<file path="config.mk">
export PLATFORM = sky130hd
export DESIGN_NAME = instruction_fetch_flat
export DESIGN_NICKNAME = d
export VERILOG_FILES = /design/src/rtl/if_pkg.sv /design/src/rtl/instruction_fetch_if.sv /design/src/rtl/instruction_fetch_sync_fifo.sv /design/src/rtl/instruction_fetch.sv /design/src/flat_wrapper.sv
export SDC_FILE = /design/constraint.sdc
export NUM_CORES = 1
export LEC_CHECK = 0
export BUFFER_PORTS_ARGS = -buffer_cell sky130_fd_sc_hd__clkbuf_2
export CORE_MARGIN = 4
export CORE_UTILIZATION = 53
export CTS_BUF_LIST = sky130_fd_sc_hd__clkbuf_2 sky130_fd_sc_hd__clkbuf_4 sky130_fd_sc_hd__clkbuf_8
export DETAILED_ROUTE_END_ITERATION = 10
export GPL_TIMING_DRIVEN = 0
export HOLD_SLACK_MARGIN = 0.12
export PLACE_DENSITY = 0.8
export SYNTH_ARGS = -nofsm -noshare
export SYNTH_HDL_FRONTEND = slang
export SYNTH_HIERARCHICAL = 1
export SYNTH_SLANG_ARGS = --single-unit
</file>
<file path="constraint.sdc">
create_clock -name clk -period 7.7 [get_ports clk]
set_clock_uncertainty 0.15 [all_clocks]
set_input_delay 0.77 -clock clk [delete_from_list [all_inputs] [get_ports clk]]
set_output_delay 0.77 -clock clk [all_outputs]
set_load 0.02 [all_outputs]
</file>
<file path="src/rtl/if_pkg.sv">
// Shared state encodings and constants for the instruction fetch stage.
package if_pkg;

  typedef logic [1:0] if_state_t;

  localparam if_state_t ST_FETCH = 2'd0;
  localparam if_state_t ST_FLUSH = 2'd1;
  localparam if_state_t ST_HALT  = 2'd2;

  localparam logic [31:0] NOP_INSTR   = 32'h0000_0013;
  localparam logic [31:0] IF_RESET_PC = 32'h0000_0000;

  function automatic logic [31:0] word_align(input logic [31:0] pc);
    return {pc[31:2], 2'b00};
  endfunction

endpackage

</file>
<file path="src/rtl/instruction_fetch_if.sv">
// Fetch-stage bus bundle: imem request/response, execute redirect and decode handshake.
// if_misalign exists only when IF_MISALIGN_TRAP_EN is defined.
interface instruction_fetch_if;

  logic        imem_req_valid;
  logic        imem_req_ready;
  logic [31:0] imem_req_addr;
  logic        imem_rsp_valid;
  logic [31:0] imem_rsp_data;
  logic        redirect_valid;
  logic [31:0] redirect_pc;
  logic        if_valid;
  logic        if_ready;
  logic [31:0] if_instr;
  logic [31:0] if_pc;
`ifdef IF_MISALIGN_TRAP_EN
  logic        if_misalign;
`endif

  modport master (
    input  imem_req_ready, imem_rsp_valid, imem_rsp_data,
    input  redirect_valid, redirect_pc, if_ready,
`ifdef IF_MISALIGN_TRAP_EN
    output if_misalign,
`endif
    output imem_req_valid, imem_req_addr, if_valid, if_instr, if_pc
  );

  modport slave (
    output imem_req_ready, imem_rsp_valid, imem_rsp_data,
    output redirect_valid, redirect_pc, if_ready,
`ifdef IF_MISALIGN_TRAP_EN
    input  if_misalign,
`endif
    input  imem_req_valid, imem_req_addr, if_valid, if_instr, if_pc
  );

endinterface

</file>
<file path="src/rtl/instruction_fetch_sync_fifo.sv">
// Synchronous FIFO with clear; count_o reports occupancy 0..DEPTH. DEPTH must be a power of two.
module sync_fifo #(
  parameter int WIDTH = 32,
  parameter int DEPTH = 4
) (
  input  logic                   clk,
  input  logic                   rst,
  input  logic                   clr_i,
  input  logic                   push_i,
  input  logic [WIDTH-1:0]       din_i,
  input  logic                   pop_i,
  output logic [WIDTH-1:0]       dout_o,
  output logic [$clog2(DEPTH):0] count_o
);

  localparam int AW = $clog2(DEPTH);
  localparam logic [AW:0]   CNT_FULL  = (AW+1)'(DEPTH);
  localparam logic [AW:0]   CNT_EMPTY = {(AW+1){1'b0}};
  localparam logic [AW-1:0] PTR_ZERO  = {AW{1'b0}};
  localparam logic [AW-1:0] PTR_ONE   = AW'(1);

  logic [WIDTH-1:0] mem_q [DEPTH];
  logic [AW-1:0]    wr_ptr_q;
  logic [AW-1:0]    rd_ptr_q;
  logic [AW:0]      count_q;
  logic             push_ok_s;
  logic             pop_ok_s;

  // Overflow/underflow attempts are ignored rather than corrupting the pointers.
  assign push_ok_s = push_i && (count_q != CNT_FULL);
  assign pop_ok_s  = pop_i && (count_q != CNT_EMPTY);

  always_ff @(posedge clk) begin
    if (rst) begin
      for (int i = 0; i < DEPTH; i++) begin
        mem_q[i] <= {WIDTH{1'b0}};
      end
      wr_ptr_q <= PTR_ZERO;
      rd_ptr_q <= PTR_ZERO;
      count_q  <= CNT_EMPTY;
    end else if (clr_i) begin
      wr_ptr_q <= PTR_ZERO;
      rd_ptr_q <= PTR_ZERO;
      count_q  <= CNT_EMPTY;
    end else begin
      if (push_ok_s) begin
        mem_q[wr_ptr_q] <= din_i;
        wr_ptr_q        <= wr_ptr_q + PTR_ONE;
      end
      if (pop_ok_s) begin
        rd_ptr_q <= rd_ptr_q + PTR_ONE;
      end
      count_q <= count_q + {{AW{1'b0}}, push_ok_s} - {{AW{1'b0}}, pop_ok_s};
    end
  end

  assign dout_o  = mem_q[rd_ptr_q];
  assign count_o = count_q;

endmodule

</file>
<file path="src/rtl/instruction_fetch.sv">
// RV32I instruction fetch: owns fetch_pc, issues credit-limited imem reads, queues {pc, instr} for decode.
// Optional IF_MISALIGN_TRAP_EN: a misaligned redirect emits one trap entry and halts fetch until the next redirect.
module instruction_fetch
  import if_pkg::*;
#(
  parameter logic [31:0] RESET_PC   = IF_RESET_PC,
  parameter int          FIFO_DEPTH = 4
) (
  input  logic                clk,
  input  logic                rst,
  instruction_fetch_if.master bus_io
);

  localparam int CW = $clog2(FIFO_DEPTH) + 1;
`ifdef IF_MISALIGN_TRAP_EN
  localparam int OQ_W = 65;
`else
  localparam int OQ_W = 64;
`endif
  localparam logic [CW:0]   CREDIT_MAX = (CW+1)'(FIFO_DEPTH);
  localparam logic [CW-1:0] CNT_ZERO   = {CW{1'b0}};
  localparam logic [CW-1:0] CNT_ONE    = CW'(1);

  if_state_t     state_q, state_d;
  logic [31:0]   fetch_pc_q, fetch_pc_d;
  logic [CW-1:0] inflight_q, inflight_d;
  logic [CW-1:0] drop_cnt_q, drop_cnt_d;

  logic [CW-1:0] pcq_count_s;
  logic [CW-1:0] oq_count_s;
  logic [31:0]   pcq_head_s;
  logic [OQ_W-1:0] oq_din_s;
  logic [OQ_W-1:0] oq_head_s;
  logic          credit_ok_s;
  logic          req_valid_s;
  logic          req_fire_s;
  logic          rsp_take_s;
  logic          oq_push_s;
  logic          oq_pop_s;
  logic [CW-1:0] rsp_dec_s;
  logic [CW-1:0] redir_drop_s;
  if_state_t     flush_exit_s;

  // Credits use registered counts only, so a same-cycle pop never frees a slot early.
  assign credit_ok_s = (({1'b0, inflight_q} + {1'b0, oq_count_s}) < CREDIT_MAX);
  assign req_valid_s = !rst && (state_q == ST_FETCH) && credit_ok_s && !bus_io.redirect_valid;
  assign req_fire_s  = req_valid_s && bus_io.imem_req_ready;
  assign rsp_take_s  = bus_io.imem_rsp_valid && !bus_io.redirect_valid &&
                       (state_q == ST_FETCH) && (pcq_count_s != CNT_ZERO);
  assign oq_pop_s    = bus_io.if_valid && bus_io.if_ready;
  assign rsp_dec_s   = bus_io.imem_rsp_valid ? CNT_ONE : CNT_ZERO;
  assign redir_drop_s = inflight_q - rsp_dec_s;

`ifdef IF_MISALIGN_TRAP_EN
  logic        trap_pend_q, trap_pend_d;
  logic [31:0] trap_pc_q, trap_pc_d;
  logic        trap_push_s;

  assign trap_push_s  = (state_q == ST_HALT) && trap_pend_q;
  assign oq_push_s    = rsp_take_s || trap_push_s;
  assign oq_din_s     = trap_push_s ? {1'b1, trap_pc_q, NOP_INSTR}
                                    : {1'b0, pcq_head_s, bus_io.imem_rsp_data};
  assign flush_exit_s = trap_pend_q ? ST_HALT : ST_FETCH;
  assign bus_io.if_misalign = oq_head_s[64];
`else
  assign oq_push_s    = rsp_take_s;
  assign oq_din_s     = {pcq_head_s, bus_io.imem_rsp_data};
  assign flush_exit_s = ST_FETCH;
`endif

  // Next-state logic; a redirect overrides whatever the current state would do.
  always_comb begin
    state_d    = state_q;
    fetch_pc_d = fetch_pc_q;
    inflight_d = inflight_q;
    drop_cnt_d = drop_cnt_q;
`ifdef IF_MISALIGN_TRAP_EN
    trap_pend_d = trap_pend_q;
    trap_pc_d   = trap_pc_q;
`endif
    if (bus_io.redirect_valid) begin
      fetch_pc_d = word_align(bus_io.redirect_pc);
      drop_cnt_d = redir_drop_s;
      inflight_d = redir_drop_s;
`ifdef IF_MISALIGN_TRAP_EN
      if (bus_io.redirect_pc[1:0] != 2'b00) begin
        trap_pend_d = 1'b1;
        trap_pc_d   = bus_io.redirect_pc;
        state_d     = (redir_drop_s != CNT_ZERO) ? ST_FLUSH : ST_HALT;
      end else begin
        trap_pend_d = 1'b0;
        state_d     = (redir_drop_s != CNT_ZERO) ? ST_FLUSH : ST_FETCH;
      end
`else
      state_d = (redir_drop_s != CNT_ZERO) ? ST_FLUSH : ST_FETCH;
`endif
    end else begin
      case (state_q)
        ST_FETCH: begin
          if (req_fire_s) begin
            fetch_pc_d = fetch_pc_q + 32'd4;
          end else begin
            fetch_pc_d = fetch_pc_q;
          end
          inflight_d = inflight_q + (req_fire_s ? CNT_ONE : CNT_ZERO)
                                  - (rsp_take_s ? CNT_ONE : CNT_ZERO);
          state_d    = ST_FETCH;
        end
        ST_FLUSH: begin
          if (bus_io.imem_rsp_valid && (drop_cnt_q != CNT_ZERO)) begin
            drop_cnt_d = drop_cnt_q - CNT_ONE;
            inflight_d = inflight_q - CNT_ONE;
          end else begin
            drop_cnt_d = drop_cnt_q;
            inflight_d = inflight_q;
          end
          if (drop_cnt_d == CNT_ZERO) begin
            state_d = flush_exit_s;
          end else begin
            state_d = ST_FLUSH;
          end
        end
        ST_HALT: begin
`ifdef IF_MISALIGN_TRAP_EN
          state_d     = ST_HALT;
          trap_pend_d = trap_push_s ? 1'b0 : trap_pend_q;
`else
          state_d = ST_FETCH;
`endif
        end
        default: begin
          state_d = ST_FETCH;
        end
      endcase
    end
  end

  // State registers.
  always_ff @(posedge clk) begin
    if (rst) begin
      state_q    <= ST_FETCH;
      fetch_pc_q <= RESET_PC;
      inflight_q <= CNT_ZERO;
      drop_cnt_q <= CNT_ZERO;
`ifdef IF_MISALIGN_TRAP_EN
      trap_pend_q <= 1'b0;
      trap_pc_q   <= 32'h0000_0000;
`endif
    end else begin
      state_q    <= state_d;
      fetch_pc_q <= fetch_pc_d;
      inflight_q <= inflight_d;
      drop_cnt_q <= drop_cnt_d;
`ifdef IF_MISALIGN_TRAP_EN
      trap_pend_q <= trap_pend_d;
      trap_pc_q   <= trap_pc_d;
`endif
    end
  end

  sync_fifo #(
    .WIDTH (32),
    .DEPTH (FIFO_DEPTH)
  ) u_pc_queue (
    .clk     (clk),
    .rst     (rst),
    .clr_i   (bus_io.redirect_valid),
    .push_i  (req_fire_s),
    .din_i   (fetch_pc_q),
    .pop_i   (rsp_take_s),
    .dout_o  (pcq_head_s),
    .count_o (pcq_count_s)
  );

  // A pop coinciding with a redirect is still consumed by decode; the clear then empties the rest.
  sync_fifo #(
    .WIDTH (OQ_W),
    .DEPTH (FIFO_DEPTH)
  ) u_out_queue (
    .clk     (clk),
    .rst     (rst),
    .clr_i   (bus_io.redirect_valid),
    .push_i  (oq_push_s),
    .din_i   (oq_din_s),
    .pop_i   (oq_pop_s),
    .dout_o  (oq_head_s),
    .count_o (oq_count_s)
  );

  assign bus_io.imem_req_valid = req_valid_s;
  assign bus_io.imem_req_addr  = fetch_pc_q;
  assign bus_io.if_valid       = (oq_count_s != CNT_ZERO);
  assign bus_io.if_pc          = oq_head_s[63:32];
  assign bus_io.if_instr       = oq_head_s[31:0];

endmodule

</file>
<file path="src/flat_wrapper.sv">
// flat-port wrapper written by rule: the top's interface ports become plain ports
module instruction_fetch_flat import if_pkg::*;
#(
  parameter logic [31:0] RESET_PC   = IF_RESET_PC,
  parameter int          FIFO_DEPTH = 4
)
  (clk, rst, bus_io_imem_req_ready, bus_io_imem_rsp_valid, bus_io_imem_rsp_data, bus_io_redirect_valid, bus_io_redirect_pc, bus_io_if_ready, bus_io_imem_req_valid, bus_io_imem_req_addr, bus_io_if_valid, bus_io_if_instr, bus_io_if_pc);
  instruction_fetch_if bus_io_i ();
  input  logic clk;
  input  logic rst;
  input wire logic [$bits(bus_io_i.imem_req_ready)-1:0] bus_io_imem_req_ready;
  input wire logic [$bits(bus_io_i.imem_rsp_valid)-1:0] bus_io_imem_rsp_valid;
  input wire logic [$bits(bus_io_i.imem_rsp_data)-1:0] bus_io_imem_rsp_data;
  input wire logic [$bits(bus_io_i.redirect_valid)-1:0] bus_io_redirect_valid;
  input wire logic [$bits(bus_io_i.redirect_pc)-1:0] bus_io_redirect_pc;
  input wire logic [$bits(bus_io_i.if_ready)-1:0] bus_io_if_ready;
  output wire logic [$bits(bus_io_i.imem_req_valid)-1:0] bus_io_imem_req_valid;
  output wire logic [$bits(bus_io_i.imem_req_addr)-1:0] bus_io_imem_req_addr;
  output wire logic [$bits(bus_io_i.if_valid)-1:0] bus_io_if_valid;
  output wire logic [$bits(bus_io_i.if_instr)-1:0] bus_io_if_instr;
  output wire logic [$bits(bus_io_i.if_pc)-1:0] bus_io_if_pc;
  assign bus_io_i.imem_req_ready = bus_io_imem_req_ready;
  assign bus_io_i.imem_rsp_valid = bus_io_imem_rsp_valid;
  assign bus_io_i.imem_rsp_data = bus_io_imem_rsp_data;
  assign bus_io_i.redirect_valid = bus_io_redirect_valid;
  assign bus_io_i.redirect_pc = bus_io_redirect_pc;
  assign bus_io_i.if_ready = bus_io_if_ready;
  assign bus_io_imem_req_valid = bus_io_i.imem_req_valid;
  assign bus_io_imem_req_addr = bus_io_i.imem_req_addr;
  assign bus_io_if_valid = bus_io_i.if_valid;
  assign bus_io_if_instr = bus_io_i.if_instr;
  assign bus_io_if_pc = bus_io_i.if_pc;
  instruction_fetch #(.RESET_PC(RESET_PC), .FIFO_DEPTH(FIFO_DEPTH)) u_core (.clk(clk), .rst(rst), .bus_io(bus_io_i));
endmodule
</file>
# Yosys cells after proc, flatten, opt, wreduce, memory -nomap -nowiden
# Memory sizes are Yosys's and may differ from the RTL's. A register that Yosys moved wholly into a read port is not among the register bits.
# Cells that the tools add are included.
[classes]
n_mux = 38
div_mod_pow = 0
n_shift = 0
n_reduce_logical = 31
eq_ne = 4
n_lt_le_gt_ge = 1
n_addsub = 15
bitwise_logic = 0
multipliers = 0
[op_table]
columns = ["op", "count"]
rows = [
  ["32-bit 2-to-1 mux", 4],
  ["64-bit 2-to-1 mux", 1],
  ["64-bit OR reduction", 1],
  ["32-bit by 3-bit adder with 32-bit output (second input constant)", 1],
  ["32-bit OR reduction", 1],
  ["3-bit 2-to-1 mux", 7],
  ["1-bit 2-to-1 mux", 17],
  ["2-bit 2-to-1 mux", 8],
  ["3-bit nonzero test", 5],
  ["1-bit logical AND", 13],
  ["2-bit by 1-bit adder with 2-bit output (second input constant)", 4],
  ["3-bit by 1-bit adder with 3-bit output", 2],
  ["3-bit inequality test (second input constant)", 2],
  ["3-bit case mux with 2 select lines", 1],
  ["2-bit AND reduction", 3],
  ["2-bit nonzero test", 3],
  ["3-bit by 1-bit subtractor with 3-bit output", 2],
  ["3-bit by 1-bit subtractor with 3-bit output (second input constant)", 2],
  ["3-bit subtractor", 2],
  ["3-bit by 3-bit adder with 4-bit output", 1],
  ["4-bit by 3-bit less-than comparator with 1-bit output (second input constant)", 1],
  ["3-bit adder", 1],
  ["3-bit logical NOT", 1],
  ["3-bit by 2-bit inequality test with 1-bit output (second input constant)", 1],
  ["other kinds (4)", 5],
]
[totals]
in_bits = 70
mem_bits_ro = 0
latchBits = 0
wordCells = 102
memories = 2
ram_bits = 384
regBits = 54
[memory_table]
columns = ["name", "words", "word_bits", "read_ports", "rd_clocked_by_memory_dff", "wr", "line_no", "text"]
rows = [
  ["u_core.u_out_queue.mem_q", 4, 64, 1, 1, 4, "instruction_fetch_sync_fifo.sv:22", "logic [WIDTH-1:0] mem_q [DEPTH];"],
  ["u_core.u_pc_queue.mem_q", 4, 32, 1, 1, 4, "instruction_fetch_sync_fifo.sv:22", ""],
]

# Logic depth before layout (Yosys ltp)
# Gate-level depths: netlist (run 1).
[logic_depth]
depth_word = 12
ltp_mapped = 14
ltp_nobuf = 13

# By module
# Netlist (run 1), hierarchy kept.
[modules_own_cells]
columns = ["mod", "n_inst", "area_each_um2", "seq_area_each_um2", "cells_per_inst"]
rows = [
  ["sync_fifo (u_core.u_out_queue)", 1, 11456.0, 7867.5, 667],
  ["sync_fifo (u_core.u_pc_queue)", 1, 5984.5, 4023.9, 357],
  ["instruction_fetch", 1, 2366.0, 740.7, 302],
]

# Worst setup path before layout (run 1)
# No wires, ideal clock.
[synth_path]
kind = "input to register"
startpoint = "in bus_io_redirect_valid"
endpoint = "mem u_core/u_out_queue/mem_q[3][0] (netlist bit) (enable)"
path_stages = 6
slack_ps = 522
arrival_time_ps = 6447
cell_sequence = "clkbuf_1 > clkbuf_1 > nor2_1 > o311a_1 > nand2b_1 > o31ai_1"
[synth_lines]
columns = ["element", "line_no", "text"]
rows = [
  ["start, declared", "flat_wrapper.sv:14", "input wire logic [$bits(bus_io_i.redirect_valid)-1:0] bus_io_redirect_valid;"],
  ["end, declared", "instruction_fetch_sync_fifo.sv:22", ""],
]

==> qor.txt, run 1 <==
Post-Place Worst Slack - 3.01 ns
Logic pwr share - 5.9%
Buffer count from post-CTS setup fixing - 0
Delay-heaviest family, CP - simple AND/OR/NAND/NOR gates
Num CTS Buffers - 72
RSZ-0062 raised after global routing - no
Drt initial violations - 819
Max-slew violations - 0
Endpoints failing setup - 0
I/O pin count - 168
Leak pwr - 8.72 nW
Final Util - 62.6%
Die width - 201 um
WP depth - 8
DP Cell Count - 1976
P&R area growth vs syn - 15.9%
Clk sink count - 439
Die Y - 201 um
Hold Path Class - in -> reg
Sequential share of the synthesized area - 63.8%
Clock power frac - 40.3%
Filler Cells Inserted - 2696
Final Wtd Congestion - 0.895
Ys flop type - edfxtp_1
CTS tree - done
Fin crit share - 55.1%
Vias in the first global route - 12400
Yosys reg bits - 439
WP data required - 7.77 ns
Clock buffer depth - 3
Initial antenna violation count - 1
CTS H-tree lvls - 3
Fmax - 236 MHz
Synth Warn # - 6
Worst setup path class - reg -> reg
Residual DRC - 0
Worst skew pair latency - 0.61 ns
Cell area after synthesis - 19800 um2
Unique masters post-synth - 68
Outcome - finished, final reports clean
Gate Count Post-Synth - 1326
Hold Vio Cnt, Final - 0
Total Wirelength - 43.5 mm
Most frequent cells in the layout - edfxtp_1 (384), and2_1 (372), clkbuf_2 (180)
Worst r2r path cells - 8
Initial Util - 54.0%
Maximum vdd drop - 0.126 mV
Post-synth EDFFs - 384
Seq pwr share - 53.8%
Post-cts resize count - 0
Core area - 36700 um2
ANT nets after route - 0
CP Launch Type - register
Pwr Total - 5.06 mW
Setup TNS - 0 ns
Hold path depth - 3
Ys async rst share - 0%
Slowest cell on crit path - or2_2
Worst path max stage delay - 0.76 ns
Final #Nets - 1669
Commonest non-fill, non-tap cell in the layout - edfxtp_1
Slew @ Worst Pin - 0.910 ns
Worst-path clk slew - 0.06 ns
Final non-filler cell total - 2105
Critical Path AT - 4.31 ns
Setup crit end kind - register
CP cell instances - ha_1 -> a311oi_2 -> nand3_2 -> inv_2 -> buf_2 -> or3b_4 -> nor4b_4 -> or2_2
NetSw - 1.14 mW
Average size of a mapped cell - 14.9 um2
DR WL/cell - 20.7 um
Avg Vias per Cell - 5.63
Port Buffers - 163
Int Power - 3.91 mW
Final min period - 4.24 ns
Switching Share - 22.6%
Remaining Overflow, GRT - 0
# rows - 70
Worst Path Buf+Inv - 2
Largest net degree at the start of global routing - 55
Clock root buffer - clkbuf_8
DR vias - 11800
Share of layout cells above drive strength 1 - 29.8%
Initial DRT Pass Iterations - 5
Crit-path max FO - 32
First-pass GRT wire length - 68.9 mm
Maxcap violations - 0
Hold-fix buffer count after cts - 0
PD cells - 220 nW/um2
Final HPWL DP - 28.9 mm
Die area - 40500 um2
Slew HR - 39.4%
Total Routing Usage GR - 21.6%
Post-route setup slack - 3.46 ns
-- worst register-to-register path, delay by kind of cell (launching register included) --
kind / cells / cell delay (ns)
AND/OR/NAND/NOR: 4 / 1.88
flip-flops: 1 / 0.58
buffers and inverters: 2 / 0.54
AO/OA/AOI/OAI: 1 / 0.37
adder cells (fa/ha/maj): 1 / 0.33
-- synth_stat cells, types with 3 or more instances --
cell type | instances | area, um2
a21oi_1 | 22 | 110
fa_1 | 3 | 60.1
a31oi_1 | 10 | 62.6
buf_6 | 6 | 67.6
nor4_4 | 4 | 85.1
dfxtp_1 | 55 | 1100
nand2b_1 | 4 | 25.0
and2_1 | 372 | 2330
o31ai_1 | 3 | 22.5
ha_1 | 14 | 175
mux4_2 | 96 | 2160
or2_2 | 7 | 43.8
clkbuf_1 | 34 | 128
buf_2 | 15 | 75.1
nor2_1 | 37 | 139
and3_1 | 4 | 25.0
a211oi_1 | 6 | 45.0
xnor2_1 | 7 | 61.3
nor3_1 | 9 | 45.0
or3_1 | 7 | 43.8
xor2_1 | 10 | 87.6
edfxtp_1 | 384 | 11500
nand2_1 | 36 | 135
nand4_1 | 14 | 87.6
nor4_1 | 3 | 18.8
a32oi_1 | 3 | 26.3
o21ai_0 | 19 | 95.1
inv_1 | 22 | 82.6
o211ai_1 | 7 | 52.6
nand3_1 | 13 | 65.1
and2_2 | 22 | 165
buf_4 | 5 | 37.5
o311ai_0 | 5 | 43.8
clkbuf_2 | 17 | 85.1
and4_1 | 3 | 26.3
-- logic make-up (layout without fill, tap and decap cells) --
kind of cell | Yosys count | after routing | synth area share, %
and+or+nand+nor | 558 | 558 | 17.6
DFF | 439 | 439 | 63.8
buffers and inverters | 102 | 403 | 2.46
muxes | 100 | 100 | 11.1
AOI/OAI and AO/OA | 92 | 92 | 3.06
adders and majority gates | 17 | 17 | 1.19
xor gates and xnor gates | 17 | 17 | 0.752
other | 1 | 11 | 0.0189
-- layer usage --
metal	up-vias	GRT usage, %	wire [um]
li1	5421	-	-
met5	-	0	0
met3	86	4.67	3170
met2	501	36.4	22000
met1	5833	28.3	17300
met4	0	7.06	995
-- state kept, by name, summed over array words and instances, names as in the netlist, named ones only --
name / cells
u_core/u_pc_queue/mem_q: 128
u_core/u_pc_queue/count_o: 3
u_core/u_out_queue/rd_ptr_q: 2
u_core/u_out_queue/wr_ptr_q: 2
u_core/u_pc_queue/rd_ptr_q: 2
u_core/u_pc_queue/wr_ptr_q: 2
u_core/inflight_q: 3
u_core/bus_io.imem_req_addr: 30
u_core/u_out_queue/mem_q: 256
u_core/state_q: 1
u_core/drop_cnt_q: 3
u_core/u_out_queue/count_o: 3
-- metrics by stage --
| stage | hold WS [ns] | cell area, um2 |
|---|---|---|
| floorplan | 0.296 | 19800 |
| global placement | 0.311 | 21200 |
| detailed placement | 0.319 | 21500 |
| CTS | 0.209 | 23000 |
| global route | 0.225 | 23000 |
| finish | 0.252 | 23000 |
-- power by group through the flow --
stage | registers, mW | clock network [mW] | logic (mW)
after floorplan | 2.76 | 0 | 0.169
after global placement | 2.77 | 0 | 0.275
after detailed placement | 2.77 | 0 | 0.298
after CTS | 2.72 | 2.08 | 0.299
after global routing | 2.73 | 2.19 | 0.325
final | 2.72 | 2.04 | 0.299
-- layout make-up --
cell class,instances,area (um2),area share [%]
diodes,1,2.50,0.0109
plain buffers,79,400,1.74
clock buffers,108,1320,5.74
clock inverters,20,138,0.599
inverters,23,86.3,0.376
multi-input cells,794,6760,29.4
flip-flops and latches,439,12600,55.0
well taps,468,586,2.55
repair buffers,173,1040,4.53
-- worst paths after layout --
| check | startpoint | endpoint | slack (ns) |
|---|---|---|---|
| max | u_core/u_out_queue/count_o[1] | u_core/u_pc_queue/mem_q[2][11] | 3.46 |
| min | bus_io_redirect_pc[31] | u_core/bus_io.imem_req_addr[31] | 0.25 |
| max reg2reg | u_core/u_out_queue/count_o[1] | u_core/u_pc_queue/mem_q[2][11] | 3.46 |
| min reg2reg | u_core/drop_cnt_q[1] | u_core/drop_cnt_q[1] | 0.34 |
(Power assumes the default switching activity.)
==> run 2, diff against run 1 <==
PLACE_DENSITY = 0.83   (was 0.8)
clock period = 3.8 ns   (was 7.7 ns; I/O delays follow)
==> run 2 against run 1 <==
Die area unchanged; via count increased by 3.0%; clock power increased by 98%; critical path depth increased by 2; register-to-register slack got worse by 3.2 ns; core utilization increased by 1.7 points; sequential cell count unchanged; hold slack improved by 0.0037 ns; highest routed layer unchanged; cell count increased by 3.0%.
==> qor.txt, run 2 (synthesis gave the netlist of run 1 again) <==
Hold path depth - 5 (was 3)
Most frequent cells in the layout - edfxtp_1 (384), and2_1 (372), clkbuf_2 (180) (unchanged)
Final min period - 3.59 ns
Crit-path max FO - 54 (was 32)
# rows - 70 (unchanged)
Slew @ Worst Pin - 0.898 ns (was 0.910 ns)
R2R Setup Slk - 0.22 ns (was 3.46 ns)
Remaining Overflow, GRT - 0 (unchanged)
Worst r2r path cells - 14 (was 8)
Fmax - 278 MHz
CP Launch Type - input port (was register)
DR WL/cell - 20.9 um (was 20.7 um)
Max-slew violations - 0 (unchanged)
Largest net degree at the start of global routing - 55 (unchanged)
Final Wtd Congestion - 0.945 (was 0.895)
Initial Util - 54.0% (unchanged)
P&R area growth vs syn - 19.0% (was 15.9%)
Reg2reg end - u_core/u_pc_queue/count_o[2] (was u_core/u_pc_queue/mem_q[2][11])
RSZ-0062 raised after global routing - no (unchanged)
Final HPWL DP - 29.0 mm (was 28.9 mm)
Final #Nets - 1735 (was 1669)
Initial antenna violation count - 0 (was 1)
Register area - 12600 um2 (about the same)
Total Routing Usage GR - 22.3% (was 21.6%)
Critical R2R Launch - u_core/u_out_queue/count_o[1] (unchanged)
Initial DRT Pass Iterations - 6 (was 5)
Drt initial violations - 971 (was 819)
Hold Vio Cnt, Final - 0 (unchanged)
CTS H-tree lvls - 3 (unchanged)
Port Buffers - 163 (unchanged)
Core area - 36700 um2 (unchanged)
Clock root buffer - clkbuf_8 (unchanged)
PD cells - 434 nW/um2 (was 220 nW/um2)
Share of layout cells above drive strength 1 - 28.2% (was 29.8%)
Min-Delay Endpoint - u_core/u_out_queue/rd_ptr_q[1] (was u_core/bus_io.imem_req_addr[31])
Num CTS Buffers - 73 (was 72)
Worst skew pair latency - 0.60 ns (was 0.61 ns)
Worst-path clk slew - 0.06 ns (about the same)
Residual DRC - 0 (unchanged)
Vias in the first global route - 12700 (was 12400)
Avg Vias per Cell - 5.63 (about the same)
Setup TNS - 0 ns (unchanged)
First-pass GRT wire length - 70.9 mm (was 68.9 mm)
Commonest non-fill, non-tap cell in the layout - edfxtp_1 (unchanged)
Max reg flops - 256 (unchanged)
Final non-filler cell total - 2168 (was 2105)
Die area - 40500 um2 (unchanged)
Slew HR - 40.1% (was 39.4%)
Hold Startpoint - bus_io_if_ready (was bus_io_redirect_pc[31])
Critical Path AT - 3.68 ns (was 4.31 ns)
WP data required - 3.89 ns (was 7.77 ns)
Filler Cells Inserted - 2608 (was 2696)
Clk sink count - 439 (unchanged)
Outcome - finished, final reports clean (unchanged)
DP Cell Count - 1976 (unchanged)
Clock buffer depth - 3 (unchanged)
Setup crit end kind - register (unchanged)
Endpoints failing setup - 0 (unchanged)
Maxcap violations - 0 (unchanged)
CTS tree - done (unchanged)
ANT nets after route - 0 (unchanged)
DR vias - 12200 (was 11800)
Die width - 201 um (unchanged)
Hold Path Class - in -> reg (unchanged)
Fin crit share - 94.6%
Leak pwr - 8.94 nW (was 8.72 nW)
Multi-input gate area - 6790 um2 (was 6760 um2)
Ant diodes - 0 (was 1)
Biggest register - u_core/u_out_queue/mem_q (unchanged)
I/O pin count - 168 (unchanged)
Worst setup path class - in -> reg (was reg -> reg)
Die Y - 201 um (unchanged)
Maximum vdd drop - 0.225 mV (was 0.126 mV)
Total Wirelength - 45.4 mm (was 43.5 mm)
==> run 2: cell count changes in the layout (fill, tap and decap cells not counted), sizes merged <==
cell         before  now
dlygate4sd3       0   63
clkinv           14   26
or2               9   10
diode             1    0
clkbuf          322  312
inv              27   24
bufinv            1    2
==> run 2: timing repair <==
action / CTS / global route
endpoints found under the setup margin: 98 / 237
hold buffers: 63 / 0
hold endpoints to repair: 159 / 0
buffers inserted: 0 / 1
gates cloned: 1 / 0
pin swaps: 0 / 1
gates resized for setup: 4 / 6
==> run 2: layout make-up <==
type / count / share of cell area [%]
repair buffers: 237 / 7.05
clock inverters: 30 / 0.780
inverters: 23 / 0.377
clock buffers: 97 / 5.19
flip-flops and latches: 439 / 53.6
multi-input cells: 795 / 28.8
well taps: 468 / 2.48
plain buffers: 79 / 1.71
==> run 2: layer usage <==
layer	vias to the layer above	track usage, %	wire length [um]
met3	69	4.17	3210
met1	6061	28.9	17900
li1	5569	-	-
met5	-	0	0
met4	0	6.62	909
met2	501	38.8	23300
==> run 2: where the power goes <==
part,internal (mW),switching [mW]
clock,2.22,1.81
combinational,0.272,0.395
sequential,5.41,0.112
==> run 2: through the flow <==
step	power (mW)	setup slack (ns)	instance area [um2]	util [%]	hold WS, ns
final	10.2	0.206	23600	64.2	0.255
after CTS	10.3	0.0100	23500	64.1	0.213
after global routing	10.6	0.0728	23600	64.2	0.257
after floorplan	5.94	0.200	19900	-	0.296
after global placement	6.17	-1.92	21300	58.0	0.313
after detailed placement	6.22	-0.530	21500	58.5	0.314
==> run 2: worst max path at each step <==
stage / startpoint / end / depth (start not counted)
after floorplan: bus_io_redirect_valid / u_core/u_out_queue/mem_q[3][0] / 6
after global placement: bus_io_redirect_valid / u_core/u_out_queue/mem_q[3][11] / 7
after detailed placement: bus_io_redirect_valid / u_core/u_out_queue/mem_q[0][27] / 10
after CTS: u_core/u_out_queue/count_o[1] / u_core/u_pc_queue/count_o[2] / 14
after global routing: u_core/u_out_queue/count_o[2] / u_core/u_pc_queue/count_o[2] / 14
final: bus_io_redirect_valid / u_core/u_out_queue/mem_q[0][29] / 10
==> run 2: worst max-delay path, stage by stage <==
cell and delay [ns]:
clkbuf_2 0.28, clkbuf_1 0.35, clkbuf_1 0.35, nor2_2 0.30
o311a_4 0.31, or3b_4 0.44, nor4_2 0.34, buf_4 0.30
or2_4 0.28, buf_16 0.34
==> run 3, diff against run 2 <==
CORE_UTILIZATION = 56   (was 53)
PLACE_DENSITY = 0.86   (was 0.83)
==> run 3 against run 2 <==
Die area decreased by 5.1%; critical path depth unchanged; non-clock buffer count shrank 1; sequential cell count did not move; core utilization rose by 3.2 points; clock-buffer cell count shrank 10; clock power fell by 9.2%; sequential power barely moved; routed wire length up 2.4%; largest cell class unchanged; highest routed layer unchanged.
==> qor.txt, run 3 (synthesis gave the netlist of run 1 again) <==
Maximum vdd drop - 0.267 mV (was 0.225 mV)
Port Buffers - 163 (unchanged)
Final HPWL DP - 29.5 mm (was 29.0 mm)
Max reg flops - 256 (unchanged)
RSZ-0062 raised after global routing - no (unchanged)
Seq pwr share - 56.0% (was 54.0%)
Outcome - finished, final reports clean (unchanged)
Clock buffer depth - 3 (unchanged)
Share of layout cells above drive strength 1 - 27.9% (was 28.2%)
Worst skew pair latency - 0.60 ns (about the same)
Switching Share - 23.0% (was 22.7%)
Crit-path max FO - 38 (was 54)
Clock root buffer - clkbuf_8 (unchanged)
Logic pwr share - 6.9% (was 6.5%)
Remaining Overflow, GRT - 0 (unchanged)
Critical Path AT - 3.86 ns (was 3.68 ns)
First-pass GRT wire length - 72.2 mm (was 70.9 mm)
NetSw - 2.27 mW (was 2.32 mW)
Cell area after layout - 23400 um2 (was 23600 um2)
Maxcap violations - 0 (unchanged)
P&R area growth vs syn - 18.3% (was 19.0%)
WP data required - 3.91 ns (was 3.89 ns)
CTS H-tree lvls - 3 (unchanged)
Hold Vio Cnt, Final - 0 (unchanged)
Largest net degree at the start of global routing - 53 (was 55)
Ant diodes - 0 (unchanged)
Die area - 38400 um2 (was 40500 um2)
DR vias - 12300 (was 12200)
Clk sink count - 439 (unchanged)
CTS tree - done (unchanged)
Final min period - 3.75 ns (was 3.59 ns)
Drt initial violations - 1086 (was 971)
Worst path max stage delay - 0.43 ns (was 0.44 ns)
Final #Nets - 1733 (was 1735)
ANT nets after route - 0 (unchanged)
Die Y - 196 um (was 201 um)
CP cell instances - clkbuf_2 -> clkbuf_1 -> clkbuf_1 -> nor2_1 -> o311a_4 -> or3b_4 -> nor4_2 -> buf_4 -> or2_4 -> buf_12 (was clkbuf_2 -> clkbuf_1 -> clkbuf_1 -> nor2_2 -> o311a_4 -> or3b_4 -> nor4_2 -> buf_4 -> or2_4 -> buf_16)
Num CTS Buffers - 69 (was 73)
Die width - 196 um (was 201 um)
# rows - 68 (was 70)
Worst setup path class - in -> reg (unchanged)
CP Launch Type - input port (unchanged)
I/O pin count - 168 (unchanged)
Residual DRC - 0 (unchanged)
Setup crit end kind - register (unchanged)
Post-route setup slack - 0.0493 ns (was 0.206 ns)
Hold Path Class - in -> reg (unchanged)
Worst Path Buf+Inv - 5 (unchanged)
Clock power frac - 37.2% (was 39.5%)
Total Wirelength - 46.4 mm (was 45.4 mm)
Fmax - 267 MHz (was 278 MHz)
Slew HR - 38.7% (was 40.1%)
Most frequent CP cell - clkbuf_1 (unchanged)
Commonest non-fill, non-tap cell in the layout - edfxtp_1 (unchanged)
Worst-path clk slew - 0.06 ns (about the same)
Vias in the first global route - 13200 (was 12700)
Leak pwr - 8.86 nW (was 8.94 nW)
Total Routing Usage GR - 24.1% (was 22.3%)
Slowest cell on crit path - or3b_4 (unchanged)
Initial DRT Pass Iterations - 6 (unchanged)
Initial Util - 57.1% (was 54.0%)
Fin crit share - 98.7% (was 94.6%)
Int Power - 7.60 mW (was 7.90 mW)
Avg Vias per Cell - 5.74 (was 5.63)
Biggest register - u_core/u_out_queue/mem_q (unchanged)
DR WL/cell - 21.7 um (was 20.9 um)
Slew @ Worst Pin - 0.919 ns (was 0.898 ns)
Delay-heaviest family, CP - buffers and inverters (unchanged)
Endpoints failing setup - 0 (unchanged)
Final Wtd Congestion - 0.924 (was 0.945)
Max-slew violations - 0 (unchanged)
Area of placed instances - 21500 um2 (about the same)
Most frequent cells in the layout - edfxtp_1 (384), and2_1 (372), clkbuf_2 (180) (unchanged)
PD cells - 421 nW/um2 (was 434 nW/um2)
Post-Place Worst Slack - -0.647 ns (was -0.530 ns)
Core area - 34700 um2 (was 36700 um2)
Initial antenna violation count - 0 (unchanged)
run 3: cell type report:
cell class,count,area (um2)
clock inverter,27,126
tap,455,569
timing repair buffer,236,1680
buffer,79,403
multi-input combinational,798,6810
sequential,439,12600
clock buffer,87,1120
fill,2268,11300
inverter,23,86.3
run 3: what timing repair did:
| action | in CTS | in global routing |
|---|---|---|
| gates resized for setup | 6 | 4 |
| hold buffers | 62 | 0 |
| gates cloned | 3 | 1 |
| pin swaps | 0 | 1 |
| buffers inserted | 0 | 2 |
| endpoints found under the setup margin | 132 | 82 |
| hold endpoints to repair | 158 | 0 |
run 3: layer usage:
| layer | GRT usage, % | part of all wire [%] |
|---|---|---|
| met4 | 7.86 | 2.4 |
| met1 | 30.7 | 38 |
| met5 | 0 | 0 |
| met2 | 41.9 | 51 |
| met3 | 4.79 | 7.8 |
run 3: power groups by stage:
| stage | Clock, mW | Combinational (mW) | Sequential, mW |
|---|---|---|---|
| 2_1_floorplan | 0 | 0.344 | 5.60 |
| 3_3_place_gp | 0 | 0.556 | 5.61 |
| 3_5_place_dp | 0 | 0.604 | 5.62 |
| 4_1_cts | 3.74 | 0.664 | 5.52 |
| 5_1_grt | 3.97 | 0.726 | 5.54 |
| 6_report | 3.67 | 0.677 | 5.52 |
run 3: path summary, 6_finish.rpt:
check,from,to,slack (ns),depth (start not counted)
hold / removal,bus_io_imem_rsp_valid,u_core/drop_cnt_q[0],0.21,5
setup reg to reg,u_core/u_out_queue/count_o[1],u_core/inflight_q[2],0.21,14
setup / recovery,bus_io_redirect_valid,u_core/u_out_queue/mem_q[0][31],0.05,10
hold reg to reg,u_core/drop_cnt_q[1],u_core/drop_cnt_q[1],0.34,2
run 3: worst register-to-register path, stage by stage (launching register included):
cell and delay, ns:
dfxtp_4 0.39, ha_1 0.31, a311oi_2 0.35, nand3_2 0.13, buf_4 0.17, clkbuf_1 0.27
ha_1 0.38, inv_1 0.04, ha_1 0.18, fa_1 0.37, xor2_1 0.15, o32a_1 0.17
o21ai_0 0.20, xnor2_1 0.15, nor2_1 0.05
run 3: metrics by stage:
| step | power, mW | util [%] | cells | hold slack, ns | setup TNS, ns |
|---|---|---|---|---|---|
| CTS | 9.92 | 67.4 | 2141 | 0.163 | 0 |
| finish | 9.87 | 67.5 | 2144 | 0.212 | 0 |
| global route | 10.2 | 67.5 | 2144 | 0.215 | 0 |
| detailed placement | 6.22 | 61.9 | 1962 | 0.323 | -107.66 |
| global placement | 6.16 | 61.2 | 1953 | 0.311 | -389.16 |
| floorplan | 5.94 | - | 1335 | 0.296 | 0 |
